File: src/rtl/ex_div_pkg.sv
// Shared state encodings and control constants for the EX-stage radix-2 divider.
package ex_div_pkg;

   typedef enum logic [1:0] {
      DIV_FREE    = 2'b00,
      DIV_BY_ZERO = 2'b01,
      DIV_ON      = 2'b10,
      DIV_END     = 2'b11
   } div_state_t;

   localparam logic RST_ENABLE           = 1'b1;
   localparam logic DIV_START            = 1'b1;
   localparam logic DIV_STOP             = 1'b0;
   localparam logic DIV_RESULT_READY     = 1'b1;
   localparam logic DIV_RESULT_NOT_READY = 1'b0;

endpackage

File: src/rtl/ex_div_if.sv
// Request/result bundle between the EX stage (master) and the multi-cycle divider (slave).
interface ex_div_if #(parameter int DATA_W = 32);

   logic                  signed_div_i;
   logic [DATA_W-1:0]     opdata1_i;
   logic [DATA_W-1:0]     opdata2_i;
   logic                  start_i;
   logic                  annul_i;
   logic [2*DATA_W-1:0]   result_o;
   logic                  ready_o;

   modport master (
      output signed_div_i, opdata1_i, opdata2_i, start_i, annul_i,
      input  result_o, ready_o
   );

   modport slave (
      input  signed_div_i, opdata1_i, opdata2_i, start_i, annul_i,
      output result_o, ready_o
   );

endinterface

File: src/rtl/ex_div.sv
// Radix-2 restoring divider, one quotient bit per cycle, DIV/DIVU.
// Result is {remainder, quotient}; ready_o stays high until the EX stage drops start_i.
module ex_div
   import ex_div_pkg::*;
#(
   parameter int DATA_W = 32
)(
   input  logic     clk,
   input  logic     rst,
   ex_div_if.slave  dif
);

   localparam int CNT_W = $clog2(DATA_W) + 1;

   div_state_t            state, state_nxt;
   logic [CNT_W-1:0]      cnt, cnt_nxt;
   logic [DATA_W-1:0]     rem, rem_nxt;
   logic [DATA_W-1:0]     dvd, dvd_nxt;
   logic [DATA_W-1:0]     dsr, dsr_nxt;
   logic                  sign1, sign1_nxt;
   logic                  sign2, sign2_nxt;
   logic                  sgn_mode, sgn_mode_nxt;
   logic [2*DATA_W-1:0]   result_q, result_nxt;
   logic                  ready_q, ready_nxt;

   logic [DATA_W:0]       trial;
   logic [DATA_W:0]       diff;
   logic                  borrow;
   logic [DATA_W-1:0]     rem_step;
   logic [DATA_W-1:0]     dvd_step;

   function automatic logic [DATA_W-1:0] neg(input logic [DATA_W-1:0] v);
      return '0 - v;
   endfunction

   function automatic logic [DATA_W-1:0] mag(input logic [DATA_W-1:0] v,
                                             input logic              is_signed);
      logic signed [DATA_W-1:0] sv;
      sv = v;
      return (is_signed && sv < 0) ? neg(v) : v;
   endfunction

   // Quotient negated on differing signs; remainder follows the dividend's sign.
   function automatic logic [2*DATA_W-1:0] sign_fix(input logic [DATA_W-1:0] q,
                                                    input logic [DATA_W-1:0] r,
                                                    input logic              is_signed,
                                                    input logic              s1,
                                                    input logic              s2);
      logic [DATA_W-1:0] qf;
      logic [DATA_W-1:0] rf;
      qf = (is_signed && (s1 ^ s2)) ? neg(q) : q;
      rf = (is_signed && s1) ? neg(r) : r;
      return {rf, qf};
   endfunction

   // The partial remainder is always below the divisor, so a (DATA_W+1)-bit
   // subtract suffices and its MSB is the borrow.
   assign trial    = {rem, dvd[DATA_W-1]};
   assign diff     = trial - {1'b0, dsr};
   assign borrow   = diff[DATA_W];
   assign rem_step = borrow ? trial[DATA_W-1:0] : diff[DATA_W-1:0];
   assign dvd_step = {dvd[DATA_W-2:0], ~borrow};

   always_comb begin
      state_nxt    = state;
      cnt_nxt      = cnt;
      rem_nxt      = rem;
      dvd_nxt      = dvd;
      dsr_nxt      = dsr;
      sign1_nxt    = sign1;
      sign2_nxt    = sign2;
      sgn_mode_nxt = sgn_mode;
      result_nxt   = result_q;
      ready_nxt    = DIV_RESULT_NOT_READY;
      case (state)
         DIV_FREE: begin
            result_nxt = '0;
            if (dif.start_i == DIV_START && !dif.annul_i) begin
               if (dif.opdata2_i == '0) begin
                  state_nxt = DIV_BY_ZERO;
               end else begin
                  state_nxt    = DIV_ON;
                  cnt_nxt      = '0;
                  rem_nxt      = '0;
                  dvd_nxt      = mag(dif.opdata1_i, dif.signed_div_i);
                  dsr_nxt      = mag(dif.opdata2_i, dif.signed_div_i);
                  sign1_nxt    = dif.opdata1_i[DATA_W-1];
                  sign2_nxt    = dif.opdata2_i[DATA_W-1];
                  sgn_mode_nxt = dif.signed_div_i;
               end
            end
         end
         DIV_BY_ZERO: begin
            state_nxt  = dif.annul_i ? DIV_FREE : DIV_END;
            result_nxt = '0;
         end
         DIV_ON: begin
            if (dif.annul_i) begin
               state_nxt  = DIV_FREE;
               result_nxt = '0;
            end else begin
               rem_nxt = rem_step;
               dvd_nxt = dvd_step;
               cnt_nxt = cnt + CNT_W'(1);
               if (cnt == CNT_W'(DATA_W - 1)) begin
                  state_nxt  = DIV_END;
                  cnt_nxt    = '0;
                  result_nxt = sign_fix(dvd_step, rem_step, sgn_mode, sign1, sign2);
               end
            end
         end
         DIV_END: begin
            if (dif.annul_i || dif.start_i == DIV_STOP) begin
               state_nxt  = DIV_FREE;
               result_nxt = '0;
            end else begin
               ready_nxt = DIV_RESULT_READY;
            end
         end
         default: begin
            state_nxt  = DIV_FREE;
            result_nxt = '0;
         end
      endcase
   end

   always_ff @(posedge clk) begin
      if (rst == RST_ENABLE) begin
         state    <= DIV_FREE;
         cnt      <= '0;
         rem      <= '0;
         dvd      <= '0;
         dsr      <= '0;
         sign1    <= 1'b0;
         sign2    <= 1'b0;
         sgn_mode <= 1'b0;
         result_q <= '0;
         ready_q  <= DIV_RESULT_NOT_READY;
      end else begin
         state    <= state_nxt;
         cnt      <= cnt_nxt;
         rem      <= rem_nxt;
         dvd      <= dvd_nxt;
         dsr      <= dsr_nxt;
         sign1    <= sign1_nxt;
         sign2    <= sign2_nxt;
         sgn_mode <= sgn_mode_nxt;
         result_q <= result_nxt;
         ready_q  <= ready_nxt;
      end
   end

   assign dif.result_o = result_q;
   assign dif.ready_o  = ready_q;

endmodule

File: src/flat_wrapper.sv
// flat-port wrapper written by rule: the top's interface ports become plain ports
module ex_div_flat import ex_div_pkg::*;
#(
   parameter int DATA_W = 32
)
  (clk, rst, dif_signed_div_i, dif_opdata1_i, dif_opdata2_i, dif_start_i, dif_annul_i, dif_result_o, dif_ready_o);
  ex_div_if #(.DATA_W(DATA_W)) dif_i ();
  input  logic clk;
  input  logic rst;
  input wire logic [$bits(dif_i.signed_div_i)-1:0] dif_signed_div_i;
  input wire logic [$bits(dif_i.opdata1_i)-1:0] dif_opdata1_i;
  input wire logic [$bits(dif_i.opdata2_i)-1:0] dif_opdata2_i;
  input wire logic [$bits(dif_i.start_i)-1:0] dif_start_i;
  input wire logic [$bits(dif_i.annul_i)-1:0] dif_annul_i;
  output wire logic [$bits(dif_i.result_o)-1:0] dif_result_o;
  output wire logic [$bits(dif_i.ready_o)-1:0] dif_ready_o;
  assign dif_i.signed_div_i = dif_signed_div_i;
  assign dif_i.opdata1_i = dif_opdata1_i;
  assign dif_i.opdata2_i = dif_opdata2_i;
  assign dif_i.start_i = dif_start_i;
  assign dif_i.annul_i = dif_annul_i;
  assign dif_result_o = dif_i.result_o;
  assign dif_ready_o = dif_i.ready_o;
  ex_div #(.DATA_W(DATA_W)) u_core (.clk(clk), .rst(rst), .dif(dif_i));
endmodule
File: config.mk
export PLATFORM = sky130hd
export DESIGN_NAME = ex_div_flat
export DESIGN_NICKNAME = d
export VERILOG_FILES = /design/src/rtl/ex_div_pkg.sv /design/src/rtl/ex_div_if.sv /design/src/rtl/ex_div.sv /design/src/flat_wrapper.sv
export SDC_FILE = /design/constraint.sdc
export NUM_CORES = 1
export LEC_CHECK = 0
export BUFFER_PORTS_ARGS = -buffer_cell sky130_fd_sc_hd__buf_2
export CAP_MARGIN = 0
export CORE_MARGIN = 3
export CORE_UTILIZATION = 54
export DETAILED_ROUTE_END_ITERATION = 10
export PLACE_DENSITY = 0.8
export SETUP_SLACK_MARGIN = 0.4
export SYNTH_ARGS = -nofsm -noshare
export SYNTH_HDL_FRONTEND = slang
export SYNTH_SLANG_ARGS = --single-unit
File: constraint.sdc
create_clock -name clk -period 4.4 [get_ports clk]
set_input_delay 0.22 -clock clk [delete_from_list [all_inputs] [get_ports clk]]
set_output_delay 0.22 -clock clk [all_outputs]
set_load 0.1 [all_outputs]
Yosys cells after proc, flatten, opt, wreduce, memory -nomap -nowiden

Cells that the tools add are included.

$add $sub $neg: 6
Order comparisons: 2
Eq/ne operators: 9
Multiplexer cells: 30
Bitwise operators: 5
Reduce and logical (&&, ||, !) cells: 16

Operator list:

| cell                                                                           | number |
|---|---|
| 32-bit 2-to-1 mux                                                              | 11 |
| 64-bit 2-to-1 mux                                                              | 3 |
| 64-bit case mux with 3 select lines                                            | 1 |
| 32-bit case mux with 2 select lines                                            | 2 |
| 1-bit by 32-bit subtractor with 32-bit output (first input constant)           | 4 |
| 32-bit by 1-bit less-than comparator with 1-bit output (second input constant) | 2 |
| 33-bit by 32-bit subtractor with 33-bit output                                 | 1 |
| 32-bit logical NOT                                                             | 1 |
| 6-bit 2-to-1 mux                                                               | 4 |
| 2-bit 2-to-1 mux                                                               | 6 |
| 6-bit case mux with 2 select lines                                             | 1 |
| 2-bit case mux with 4 select lines                                             | 1 |
| 6-bit by 1-bit adder with 6-bit output (second input constant)                 | 1 |
| 6-bit by 5-bit == test with 1-bit output (second input constant)               | 1 |
| 3-bit AND reduction                                                            | 2 |
| 1-bit logical AND                                                              | 5 |
| 2-bit == test (second input constant)                                          | 2 |
| 2-bit by 1-bit inequality test with 1-bit output (second input constant)       | 2 |
| 2-bit inequality test (second input constant)                                  | 2 |
| 1-bit inverter                                                                 | 4 |
| 4-bit AND reduction                                                            | 1 |
| 2-bit OR reduction                                                             | 2 |
| 3-bit by 2-bit inequality test with 1-bit output (second input constant)       | 1 |
| 2-bit by 1-bit == test with 1-bit output (second input constant)               | 1 |
| 7 further kinds                                                                | 7 |

Bits in registers: 172
Bits of input ports: 69

Logic depth before layout (Yosys ltp)

Depth in word-level cells: 7
Mapped depth: 26
Mapped depth without buffers: 22

Worst setup path after synthesis

No wires, ideal clock.

Path kind: register to register
Start point: register u_core.dvd[31]
End point: register u_core.result_q[62], in the netlist u_core.dif.result_o[62]
Setup time: 0.119 ns
Data arrival time: 4.460 ns
Required time: 4.281 ns
Path slack: -0.179 ns
Cell stages (with the launch flop): 26
Buffers on the path: 4
Cells stage by stage: dfxtp_1 inv_1 ha_1 inv_1 fa_1 a211oi_2 o211ai_2 nand2_1 nand2_1 a41o_1 buf_6 nor2_8 buf_4 buf_2 clkbuf_1 a21oi_1 inv_1 ha_1 inv_1 nor2_1 and3_1 a41oi_1 o31ai_4 o21ai_1 a211o_1 a32o_1

Longest elaborated chain between the ends: 7

Ends and longest elaborated chain:

| element                                        | line          | source |
|---|---|---|
| from (decl)                                    | ex_div.sv:18  | `logic [DATA_W-1:0] dvd, dvd_nxt;` |
| from (signal assigned)                         | ex_div.sv:143 | `dvd <= dvd_nxt;` |
| 33-bit by 32-bit subtractor with 33-bit output | ex_div.sv:59  | `assign diff = trial - {1'b0, dsr};` |
| 32-bit 2-to-1 mux *                            | ex_div.sv:61  | `assign rem_step = borrow ? trial[DATA_W-1:0] : diff[DATA_W-1:0];` |
| 1-bit by 32-bit subtractor with 32-bit output  | ex_div.sv:33  | `return '0 - v;` |
| 32-bit 2-to-1 mux *                            | ex_div.sv:52  | `rf = (is_signed && s1) ? neg(r) : r;` |
| 64-bit 2-to-1 mux *                            | ex_div.sv:105 | `if (cnt == CNT_W'(DATA_W - 1)) begin` |
| 64-bit 2-to-1 mux *                            | ex_div.sv:98  | `if (dif.annul_i) begin` |
| 64-bit case mux with 3 select lines *          | ex_div.sv:75  | `case (state)` |
| to (signal assigned)                           | ex_div.sv:148 | `result_q <= result_nxt;` |
| to (decl)                                      | ex_div.sv:23  | `logic [2*DATA_W-1:0] result_q, result_nxt;` |

Every way passes the cells marked *; elsewhere a longest branch is shown, timed or not. The select of a mux whose other input is x is not followed.
A chain may end at the register's enable or synchronous reset.

Final worst setup path

Same ends and word-level chain as after synthesis.

==> run_results.csv <==
group,metric,value,unit
outcome,status,"finished clean",
sta,rsz0062_at_grt,"yes",
clock_network,numCtsBuffers,17,
logic_synthesis,yosys_warnings,0,
route,vias,12300,
logic_synthesis,post-synth-top-area-cell,"dfxtp_1",
finish,final_util,0.6586,
critical_path,crit_type,"reg2reg",
global_route,grt_pass1_vias,11210,
sta,finalHoldWorstSlack,60.10,ps
sta,fin_crit_sh,0.9211,
logic_synthesis,synthTopCellsByArea,"dfxtp_1 29%, nand2_1 6.5%, nor2_1 6.0%, a21oi_1 5.6%, xnor2_1 5.4%",
sta,setup_viol_count_final,0,
logic_synthesis,mappedNetlistArea,0.01192,mm^2
die,start_util,0.5580,
critical_path,r2r_cells,20,
die,num_io_pins,134,
worst_hold_path,whs_endpoint,"u_core.sign1",
logic_synthesis,ys.flop_type,"dfxtp_1",
clock_network,clock_sinks,172,
route,dr_wl_met3,2588,um
sta,fin_skew,12.16,ps
job,max_cap_violations,0,
logic_synthesis,async_flop_share,0,
finish,n_antenna_cell,0,
placement,dp_cells,1925,
critical_path,arrival,4390,ps
die,row_count,53,
global_route,grt_pass1_wl,59600,um
sta,fmax,246.7,MHz
route,top_layer,"met4",
critical_path,reg2reg_from,"u_core.dvd[31]",
route,remaining_drc_errors,0,
finish,multi_input_area,0.008292,mm^2
die,die-area,0.02388,mm^2
logic_synthesis,synth_top_area_share,0.2890,
sta,fin_crit,4053,ps
placement,place_hpwl,28910,um
sta,hold_violations,0,
finish,area_delta_synth_final,18.03,%
clock_network,clk_pin_slew,70,ps
die,dieHeight,154.5,um
logic_synthesis,syn_area_per_cell,7.565,um^2
worst_hold_path,hold_depth,3,
route,postRouteAntennaNets,0,
worst_hold_path,hold_class,"in2reg",
sta,final_max_slew_viol_count,0,
logic_synthesis,yosysSeqAreaShare,0.2890,
global_route,grt_max_degree,68,
die,die_width,154.5,um
logic_synthesis,ys_ff_latch,172,
route,routedWlPerCell,19.30,um
clock_network,worstSkewPairLatency,450,ps
placement,placement.io_buffers,133,
clock_network,cts_tree,"done",
finish,fill_cells,1811,
critical_path,reg2reg_slack,350,ps
power,leakage,0.005674,uW
die,core-area,0.02135,mm^2
power,power_density,512.5,mW/mm^2
clock_network,cts_root_buffer,"clkbuf_16",
sta,worst_pin_slew,1012,ps
critical_path,end_kind,"flop",
route,totalWireLength,38210,um
global_route,antenna_found_initial,0,
critical_path,crit_required,4740,ps
logic_synthesis,postSynthCellCount,1575,
finish,drive_gt1_frac,0.2053,
global_route,gr-total-overflow,0,
worst_hold_path,hp-start,"dif_opdata1_i[31]",
placement,gp_congestion,0.9836,
critical_path,worstReg2RegEnd,"u_core.dif.result_o[62]",
critical_path,cp_max_fo,6,
global_route,track_usage,0.3079,
critical_path,start_kind,"flop",
route,drt_first_pass_iters,5,
clock_network,cts_buffer_depth,2,
logic_synthesis,synthDistinctLibCells,86,
power,ir_drop,351.7,uV
route,routed_via_density,6.214,
clock_network,cts_max_level,4,
route,met2_length,18060,um
logic_synthesis,syn_nets,1685,
finish,ff_latch_area,0.003462,mm^2
route,wl_met1,15870,um
sta,slew_headroom,0.3239,
sta,fin_setup_tns,0,ps
power,power,7208,uW
route,drt_iter0_drc,1331,
clock_network,hold_buffers,0,
finish,final_cells,1980,
logic_synthesis,synth_edf_count,0,
finish,final_net_count,1802,
[cell type report]
type | count | share of cell area
Clock buffer | 19 | 0.03221
Clock inverter | 13 | 0.008719
Inverter | 61 | 0.01646
Multi-Input combinational cell | 1250 | 0.5896
Sequential cell | 172 | 0.2462
Tap cell | 275 | 0.02447
Timing Repair Buffer | 190 | 0.08238
[cell usage in the layout, fill, tap and decap left out, types with 9 or more instances in the layout]
cell type	n
a211oi_1	43
nor4_1	20
nand4_1	9
nor2_1	190
buf_4	54
dfxtp_2	15
o31ai_1	11
o211ai_1	11
buf_2	132
a22o_1	28
mux2i_1	11
o21ai_1	9
dfxtp_1	157
nand2_1	204
xnor2_1	73
nor2b_1	9
or3_1	12
a22oi_1	57
and2_1	9
a21oi_1	128
nand3_1	15
o21ai_0	81
xor2_1	66
a21o_1	9
inv_1	57
ha_4	13
ha_1	19
mux2_2	9
nand2b_1	12
nor3_1	32
a31oi_1	12
clkbuf_16	18
[synthesized netlist by cell type (all sizes together), types with 5 or more instances]
library cell and instances:
nand2 206, nor2 194, dfxtp 172, a21oi 138, o21ai 94, xnor2 74
xor2 68, clkbuf 63, inv 61, a22oi 57, a211oi 46, ha 40
nor3 33, buf 29, a22o 28, nor4 22, nand3 17, a31oi 13
mux2i 13, o31ai 13, mux2 12, nand2b 12, o211ai 12, or3 12
nor2b 11, nand4 10, a21o 9, and2 9, or4 9, and3 8
nor4b 8, o21a 8, o41ai 8, or2 6, and4 5, nor3b 5
[worst max-delay path by stage]
stage / from / to / slack (ps)
after floorplan: u_core.dvd[31] / u_core.dif.result_o[62] / 90
after global placement: u_core.dsr[11] / u_core.dif.result_o[62] / 250
after detailed placement: u_core.dvd[31] / u_core.dif.result_o[62] / 150
after CTS: u_core.dvd[31] / u_core.dif.result_o[62] / 400
after global routing: u_core.dvd[31] / u_core.dif.result_o[62] / 200
final: u_core.dvd[31] / u_core.dif.result_o[62] / 350
[per-stage QoR]
step / worst slack (ps) / instance area [um^2]
2_1_floorplan: 92.85 / 11990
3_3_place_gp: 247.9 / 12890
3_5_place_dp: 149.3 / 12890
4_1_cts: 400.9 / 13640
5_1_grt: 201.6 / 14060
6_report: 347.2 / 14060
[cell families after synthesis]
group | after synthesis | share of synthesized area
mux | 25 | 0.02289
compound gates | 470 | 0.2638
fa+ha+maj | 41 | 0.04368
xor+xnor | 142 | 0.1044
flops | 172 | 0.2890
buf+inv | 153 | 0.05303
simple gates | 572 | 0.2232
[per-layer routing]
metal / vias to the layer above / global-route usage
met1: 5746 / 0.4018
met4: 0 / 0.1291
met5: - / 0
met2: 581 / 0.5104
met3: 122 / 0.04477
li1: 5854 / -
[flip-flops by register name, summed over array words and instances (netlist names)]
register,cells
u_core.dif.result_o,64
u_core.dsr,32
u_core.dvd,32
u_core.rem,32
u_core.cnt,6
u_core.state,2
u_core.dif.ready_o,1
u_core.sgn_mode,1
u_core.sign1,1
u_core.sign2,1
[worst max-delay path, stage by stage (launching register included)]
cell,delay (ps)
dfxtp_2,330
inv_2,70
ha_4,130
inv_2,30
fa_2,360
a211oi_4,280
o211ai_2,160
nand2_1,130
nand2_2,70
a41o_4,280
nor2_8,190
mux2i_4,300
ha_4,190
inv_1,40
nor2_1,110
and3_4,200
a41oi_2,150
o31ai_4,300
o21ai_2,90
a211o_1,260
a32o_1,250
[report_power, final]
part	switching (uW)	internal, uW
Clock	734	779
Sequential	143	1710
Combinational	2430	1420
Total	3310	3900
[repair_timing]
action / in CTS / in global routing
buffers inserted: 9 / 13
pin swaps: 14 / 17
setup endpoints to repair: 13 / 27
gates cloned: 0 / 1
resized for setup: 21 / 69
Power figures use the tool's default switching activity.
